===== src/rtl/compare_serial_seq_if.sv =====
// Handshake and operand/result bundle for the digit-serial comparator.
// The master side issues requests; the slave side is the comparator.
interface compare_serial_seq_if #(
  parameter int WORD_SIZE = 32
);
  logic                 start;
  logic                 signed_mode;
  logic [WORD_SIZE-1:0] A;
  logic [WORD_SIZE-1:0] B;
  logic                 busy;
  logic                 done;
  logic                 A_lt_B;
  logic                 A_gt_B;
  logic                 A_eq_B;

  modport master (
    output start, signed_mode, A, B,
    input  busy, done, A_lt_B, A_gt_B, A_eq_B
  );

  modport slave (
    input  start, signed_mode, A, B,
    output busy, done, A_lt_B, A_gt_B, A_eq_B
  );
endinterface


===== src/rtl/compare_serial_seq.sv =====
// Digit-serial magnitude comparator: examines DIGIT bits per cycle, MSB digit first,
// and stops at the first differing digit. Signed mode biases the sign bits at capture.
module compare_serial_seq #(
  parameter int WORD_SIZE = 32,
  parameter int DIGIT     = 4
) (
  input  logic                clk,
  input  logic                rst,
  compare_serial_seq_if.slave bus
);

  localparam int N    = WORD_SIZE / DIGIT;
  localparam int IDXW = (N > 1) ? $clog2(N) : 1;

  localparam logic [IDXW-1:0]      IDX_TOP  = IDXW'(N - 1);
  localparam logic [IDXW-1:0]      IDX_ZERO = IDXW'(0);
  localparam logic [IDXW-1:0]      IDX_ONE  = IDXW'(1);
  localparam logic [WORD_SIZE-1:0] MSB_MASK = {1'b1, {(WORD_SIZE-1){1'b0}}};

  typedef enum logic {
    IDLE = 1'b0,
    RUN  = 1'b1
  } state_t;

  function automatic logic [DIGIT-1:0] digit_at(
    input logic [WORD_SIZE-1:0] word,
    input logic [IDXW-1:0]      idx
  );
    return word[int'(idx)*DIGIT +: DIGIT];
  endfunction

  state_t                state_q, state_d;
  logic [IDXW-1:0]       idx_q, idx_d;
  logic [WORD_SIZE-1:0]  a_q, a_d;
  logic [WORD_SIZE-1:0]  b_q, b_d;
  logic                  busy_q, busy_d;
  logic                  done_q, done_d;
  logic                  lt_q, lt_d;
  logic                  gt_q, gt_d;
  logic                  eq_q, eq_d;
  logic [DIGIT-1:0]      a_dig_s;
  logic [DIGIT-1:0]      b_dig_s;
  logic [WORD_SIZE-1:0]  flip_s;

  // Next-state, capture and result logic.
  always_comb begin
    state_d = state_q;
    idx_d   = idx_q;
    a_d     = a_q;
    b_d     = b_q;
    busy_d  = busy_q;
    done_d  = 1'b0;
    lt_d    = lt_q;
    gt_d    = gt_q;
    eq_d    = eq_q;
    a_dig_s = digit_at(a_q, idx_q);
    b_dig_s = digit_at(b_q, idx_q);
    // Inverting both sign bits makes an unsigned compare yield two's-complement order.
    flip_s  = bus.signed_mode ? MSB_MASK : {WORD_SIZE{1'b0}};

    case (state_q)
      IDLE: begin
        if (bus.start) begin
          a_d     = bus.A ^ flip_s;
          b_d     = bus.B ^ flip_s;
          idx_d   = IDX_TOP;
          busy_d  = 1'b1;
          state_d = RUN;
        end else begin
          busy_d  = 1'b0;
        end
      end
      RUN: begin
        if (a_dig_s != b_dig_s) begin
          gt_d    = (a_dig_s > b_dig_s);
          lt_d    = (a_dig_s < b_dig_s);
          eq_d    = 1'b0;
          done_d  = 1'b1;
          busy_d  = 1'b0;
          state_d = IDLE;
        end else if (idx_q == IDX_ZERO) begin
          gt_d    = 1'b0;
          lt_d    = 1'b0;
          eq_d    = 1'b1;
          done_d  = 1'b1;
          busy_d  = 1'b0;
          state_d = IDLE;
        end else begin
          idx_d   = idx_q - IDX_ONE;
        end
      end
      default: begin
        busy_d  = 1'b0;
        state_d = IDLE;
      end
    endcase
  end

  // State and output registers with synchronous reset.
  always_ff @(posedge clk) begin
    if (rst) begin
      state_q <= IDLE;
      idx_q   <= IDX_TOP;
      a_q     <= {WORD_SIZE{1'b0}};
      b_q     <= {WORD_SIZE{1'b0}};
      busy_q  <= 1'b0;
      done_q  <= 1'b0;
      lt_q    <= 1'b0;
      gt_q    <= 1'b0;
      eq_q    <= 1'b0;
    end else begin
      state_q <= state_d;
      idx_q   <= idx_d;
      a_q     <= a_d;
      b_q     <= b_d;
      busy_q  <= busy_d;
      done_q  <= done_d;
      lt_q    <= lt_d;
      gt_q    <= gt_d;
      eq_q    <= eq_d;
    end
  end

  assign bus.busy   = busy_q;
  assign bus.done   = done_q;
  assign bus.A_lt_B = lt_q;
  assign bus.A_gt_B = gt_q;
  assign bus.A_eq_B = eq_q;

endmodule


===== src/flat_wrapper.sv =====
// flat-port wrapper written by rule: the top's interface ports become plain ports
module compare_serial_seq_flat 
#(
  parameter int WORD_SIZE = 32,
  parameter int DIGIT     = 4
)
  (clk, rst, bus_start, bus_signed_mode, bus_A, bus_B, bus_busy, bus_done, bus_A_lt_B, bus_A_gt_B, bus_A_eq_B);
  compare_serial_seq_if #(.WORD_SIZE(WORD_SIZE)) bus_i ();
  input  logic clk;
  input  logic rst;
  input wire logic [$bits(bus_i.start)-1:0] bus_start;
  input wire logic [$bits(bus_i.signed_mode)-1:0] bus_signed_mode;
  input wire logic [$bits(bus_i.A)-1:0] bus_A;
  input wire logic [$bits(bus_i.B)-1:0] bus_B;
  output wire logic [$bits(bus_i.busy)-1:0] bus_busy;
  output wire logic [$bits(bus_i.done)-1:0] bus_done;
  output wire logic [$bits(bus_i.A_lt_B)-1:0] bus_A_lt_B;
  output wire logic [$bits(bus_i.A_gt_B)-1:0] bus_A_gt_B;
  output wire logic [$bits(bus_i.A_eq_B)-1:0] bus_A_eq_B;
  assign bus_i.start = bus_start;
  assign bus_i.signed_mode = bus_signed_mode;
  assign bus_i.A = bus_A;
  assign bus_i.B = bus_B;
  assign bus_busy = bus_i.busy;
  assign bus_done = bus_i.done;
  assign bus_A_lt_B = bus_i.A_lt_B;
  assign bus_A_gt_B = bus_i.A_gt_B;
  assign bus_A_eq_B = bus_i.A_eq_B;
  compare_serial_seq #(.WORD_SIZE(WORD_SIZE), .DIGIT(DIGIT)) u_core (.clk(clk), .rst(rst), .bus(bus_i));
endmodule

===== config.mk =====
export PLATFORM = sky130hd
export DESIGN_NAME = compare_serial_seq_flat
export DESIGN_NICKNAME = d
export VERILOG_FILES = /design/src/rtl/compare_serial_seq_if.sv /design/src/rtl/compare_serial_seq.sv /design/src/flat_wrapper.sv
export SDC_FILE = /design/constraint.sdc
export NUM_CORES = 1
export LEC_CHECK = 0
export BUFFER_PORTS_ARGS = -buffer_cell sky130_fd_sc_hd__buf_2
export CORE_UTILIZATION = 47
export CTS_CLUSTER_DIAMETER = 100
export DETAILED_ROUTE_END_ITERATION = 10
export PLACE_DENSITY = 0.71
export SETUP_SLACK_MARGIN = 0.05
export SYNTH_ARGS = -nofsm -noshare
export SYNTH_HDL_FRONTEND = slang
export SYNTH_SLANG_ARGS = --single-unit

===== constraint.sdc =====
create_clock -name clk -period 2.9 [get_ports clk]
set_input_delay 0.145 -clock clk [delete_from_list [all_inputs] [get_ports clk]]
set_output_delay 0.145 -clock clk [all_outputs]
set_load 0.02 [all_outputs]

# Yosys cells after proc, flatten, opt, wreduce, memory -nomap -nowiden
# Index checks and enable logic that the tools add are counted.
# totals
regBits,73
output_inout_bits,5
elab_cells,46
# op_classes
addsub,1
order_cmp,2
eq_ne,5
n_shift,2
n_mux,18
n_bitwise,3
reduce_logical,6
# ops
op,count
32-bit by 6-bit variable part select with 4-bit output,2
32-bit XOR,2
32-bit two-way mux,1
1-bit two-way mux,11
3-bit two-way mux,3
2-bit != test (second input constant),3
3-bit case mux with 2 select lines,1
4-bit > comparator,1
4-bit < comparator,1
4-bit != test,1
1-bit case mux with 2 select lines,2
2-bit AND reduction,2
3-bit zero test,1
3-bit != test (second input constant),1
3-bit AND reduction,1
3-bit by 1-bit subtractor with 3-bit output (second input constant),1
2-bit nonzero test,1
2-bit OR reduction,1
1-bit inverter,1

# Logic depth before layout (Yosys ltp)
# depth
ltp_word,4
mapped_depth,9
depth_no_buf,7

# Least setup slack after synthesis
# OpenSTA, ideal clock, no wires.
# synth_path
kind,reg2reg
start,register u_core.idx_q[0]
end,register u_core.idx_q[0]
setup_time_ns,0.114
arrival_ns,2.145
required_time_ns,2.786
path_slack_ns,0.641
path_stages_with_launch,9
synth_period_minus_slack_ns,2.259
cell_sequence,dfxtp_1 buf_6 mux4_1 mux2_2 ha_1 nand4_1 nor2_1 nand3_1 a21o_1
# synth_via
elab_chain_cells,4
word_cells_on_any_way,11
# synth_rtl
element,line_no,source
from (decl),compare_serial_seq.sv:33,"logic [IDXW-1:0] idx_q, idx_d;"
from (signal assigned),compare_serial_seq.sv:113,idx_q <= idx_d;
32-bit by 6-bit variable part select with 4-bit output / 3-bit by 1-bit subtractor with 3-bit output (equally long branches),"compare_serial_seq.sv:29, compare_serial_seq.sv:89",
4-bit != test / 3-bit two-way mux (equally long branches),"compare_serial_seq.sv:74, compare_serial_seq.sv:81",
2-bit != test (no source line) / 3-bit two-way mux (equally long branches),--,
3-bit AND reduction (no source line) / 3-bit case mux with 2 select lines (equally long branches),--,
# Several ways; a longest one is shown, not always the timed one. The select of a mux whose other input is x is not followed.
# A chain may end at the register's enable or synchronous reset.

# Worst setup path in the final report
# Same ends and word-level chain as after synthesis.

==> run_results.csv <==
group,metric,value,unit
floorplan,io_pins,73,
placed_design,dpl.hpwl,5110,µm
sta,fin_ws,286,ps
global_route,grt_start_max_net_pins,45,
sta,rsz0062_at_grt,"no",
pwr,ir_drop,0.345,mV
worst_setup_path,crit_path_max_fanout,9,
sta,worst_pin_slew,796,ps
yosys,synth_cell_type_count,30,
pwr,p_leak,0.00163,µW
floorplan,initial_core_util,49.3,%
worst_hold_path,min_path_type,"in -> reg",
worst_setup_path,reg2reg_from,"u_core.idx_q[0]",
drt,dr.pass1.iters,7,
status,status,"finished with violations",
worst_setup_path,max_stage_delay,580,ps
yosys,netlist_area,3180,µm²
finish,final_common_cell,"nand2_1",
clock_tree,cts_tree,"built",
yosys,synthesis.instances,362,
worst_setup_path,crit_family,"multiplexers",
worst_setup_path,timing.critical_path.buf_inv,1,
worst_hold_path,min_from,"bus_A[15]",
yosys,synth_xor_xnor_area_share,0.550,%
sta,fmaxAchievable,382,MHz
drt,vias_per_cell,5.35,
yosys,yosys_warnings,0,
sta,worst_hold_slack,25.2,ps
drt,drcViolationCount,2,
sta,hold_violations,0,
worst_setup_path,path_cells,"buf_4 -> mux4_1 -> mux2_2 -> ha_1 -> nand4_1 -> nor2_1 -> nand3_1 -> a21o_1",
drt,wirelength,7090,µm
floorplan,die_area,7110,µm²
yosys,yosys.area_share.simple,19.0,%
sta,final-setup-viol-count,0,
yosys,synth_top_family_by_area,"simple AND/OR/NAND/NOR gates",
clock_tree,cts_root_buf,"clkbuf_8",
worst_setup_path,critical_path_class,"reg -> reg",
placed_design,gp_congestion,0.844,
worst_setup_path,required,3140,ps
clock_tree,cts_setup_buffers,0,
clock_tree,holdBufCountCts,0,
worst_setup_path,cp-start-kind,"flip-flop",
status,violations,"DRC",
worst_setup_path,startpoint,"u_core.idx_q[0]",
placed_design,port_buffers,72,
worst_setup_path,end_kind,"flip-flop",
yosys,syn_avg_cell_area,8.79,µm²
clock_tree,clockBufferDepth,2,
sta,timing.setup.tns,0,ps
floorplan,core_area,6460,µm²
clock_tree,cts_resized,0,
finish,layout_common_cells,"127 x nand2_1, 73 x dfxtp_1, 72 x buf_2",
sta,clock_skew,6.34,ps
finish,diodes,0,
worst_setup_path,crit_slowest_cell,"mux4_1",
finish,final_util,58.2,%
worst_setup_path,arrival,2850,ps
sta,post-route-period-util,90.2,%
pwr,powerDensity,568,nW/µm²
floorplan,die_y,84.3,µm
yosys,synthMuxAreaShare,14.7,%
clock_tree,numCtsBuffers,9,
floorplan,fp-row-count,29,
drt,avgRoutedWirePerCell,14.0,µm
yosys,syn_nets,436,
drt,vias,2714,
yosys,yosys.area_share.adder,2.36,%
sta,slew_headroom,46.9,%
global_route,antenna_found_initial,0,
placed_design,place_inst,492,
drt,ant_nets,0,
drt,first_iter_violations,133,
worst_setup_path,r2r_slack,290,ps
sta,layout_min_cycle_time,2610,ps
finish,nets,500,
worst_hold_path,worstHoldPathCells,3,
global_route,grt_overflow,0,
finish,drive_gt1_share,25.8,%
sta,maxSlewViolCount,0,
global_route,track_usage,21.5,%
yosys,synth_compound_area_share,12.9,%
finish,stdcell_count,507,
global_route,grt_pass1_vias,2514,
placed_design,dp_slack,311,ps
clock_tree,clock_latency,350,ps
global_route,grt_pass1_wl,11800,µm
worst_setup_path,worst-path-stages,8,
floorplan,fp.dieW,84.3,µm
yosys,synth-seq-cells,73,
yosys,yosysSeqAreaShare,45.9,%
clock_tree,clkTransAtPathRegs,70,ps
clock_tree,cts_htree_levels,3,
worst_setup_path,reg2reg_depth,8,
finish,area_delta_synth_final,18.0,%
flow_run,drv_cap,0,
clock_tree,cts.sink_count,73,
finish,fill_cells,598,
==> sequential cells by signal, indices dropped and copies added, names as in the netlist <==
| name | cells |
|---|---|
| u_core.a_q | 32 |
| u_core.b_q | 32 |
| u_core.idx_q | 3 |
| u_core.bus.A_eq_B | 1 |
| u_core.bus.A_gt_B | 1 |
| u_core.bus.A_lt_B | 1 |
| u_core.bus.busy | 1 |
| u_core.bus.done | 1 |
| u_core.state_q | 1 |
==> cell families after synthesis <==
kind of cell	Yosys count
DFF	73
muxes	24
and+or+nand+nor	149
adders and majority gates	6
buffers and inverters	31
AOI/OAI and AO/OA	77
xor gates and xnor gates	2
==> area by class of cell <==
type	instances	area [µm²]	area share (%)
clock inverter	3	17.5	0.466
tap	77	96.3	2.56
inverter	3	11.3	0.300
clock buffer	12	145	3.86
sequential	73	1460	38.9
multi-input combinational	258	1590	42.2
timing repair buffer	81	440	11.7
==> worst paths after layout <==
kind                                   endpoint
worst max-delay path            u_core.idx_q[0]
worst min-delay path             u_core.a_q[15]
worst max register to register  u_core.idx_q[0]
worst min register to register    u_core.a_q[5]
==> through the flow <==
| stage | power, µW | area (µm²) |
|---|---|---|
| 2_1_floorplan | 1360 | 3180 |
| 3_3_place_gp | 1460 | 3590 |
| 3_5_place_dp | 1470 | 3590 |
| 4_1_cts | 2150 | 3760 |
| 5_1_grt | 2250 | 3760 |
| 6_report | 2130 | 3760 |
==> routing by layer <==
metal  global-route usage, %  up-vias  part of all wire (%)
met4                    9.09        0                   1.8
met3                    5.70       11                   4.1
met1                    28.9     1283                    49
met2                    33.0       57                    45
met5                       0        -                     0
li1                        -     1363                     -
==> cells in the mapped netlist <==
| cell type | instances | share of area, % |
|---|---|---|
| nand2_1 | 127 | 15 |
| dfxtp_1 | 73 | 46 |
| a21oi_1 | 68 | 11 |
| buf_2 | 12 | 1.9 |
| clkbuf_1 | 11 | 1.3 |
| mux4_2 | 10 | 7.1 |
| nand3_1 | 8 | 1.3 |
| ha_1 | 6 | 2.4 |
| mux4_1 | 6 | 5.0 |
| mux2_2 | 4 | 1.4 |
| mux2i_1 | 4 | 1.3 |
| a211oi_1 | 3 | 0.71 |
| buf_1 | 3 | 0.35 |
| inv_1 | 3 | 0.35 |
| nor2_1 | 3 | 0.35 |
| a21o_1 | 2 | 0.47 |
| buf_6 | 2 | 0.71 |
| nand2b_1 | 2 | 0.39 |
| nand4_1 | 2 | 0.39 |
| nor2b_1 | 2 | 0.39 |
| xnor2_1 | 2 | 0.55 |
| a31o_2 | 1 | 0.28 |
| and4_1 | 1 | 0.28 |
| nand3b_1 | 1 | 0.24 |
| nand4b_1 | 1 | 0.28 |
| nor3b_1 | 1 | 0.24 |
| o2111ai_1 | 1 | 0.28 |
| o21a_1 | 1 | 0.24 |
| o31ai_1 | 1 | 0.24 |
| or3_1 | 1 | 0.20 |
==> report_power, final <==
group,switching (µW),internal (µW)
clock,360,327
sequential,41.2,1070
combinational,181,154
total,582,1550
==> worst register-to-register path: stages, from the launching register on <==
cell and delay [ps]:
dfxtp_1 330, buf_4 190, mux4_1 590, mux2_2 290
ha_1 330, nand4_1 170, nor2_1 330, nand3_1 120
a21o_1 180
Note: power is estimated with default switching activity, not from simulation.
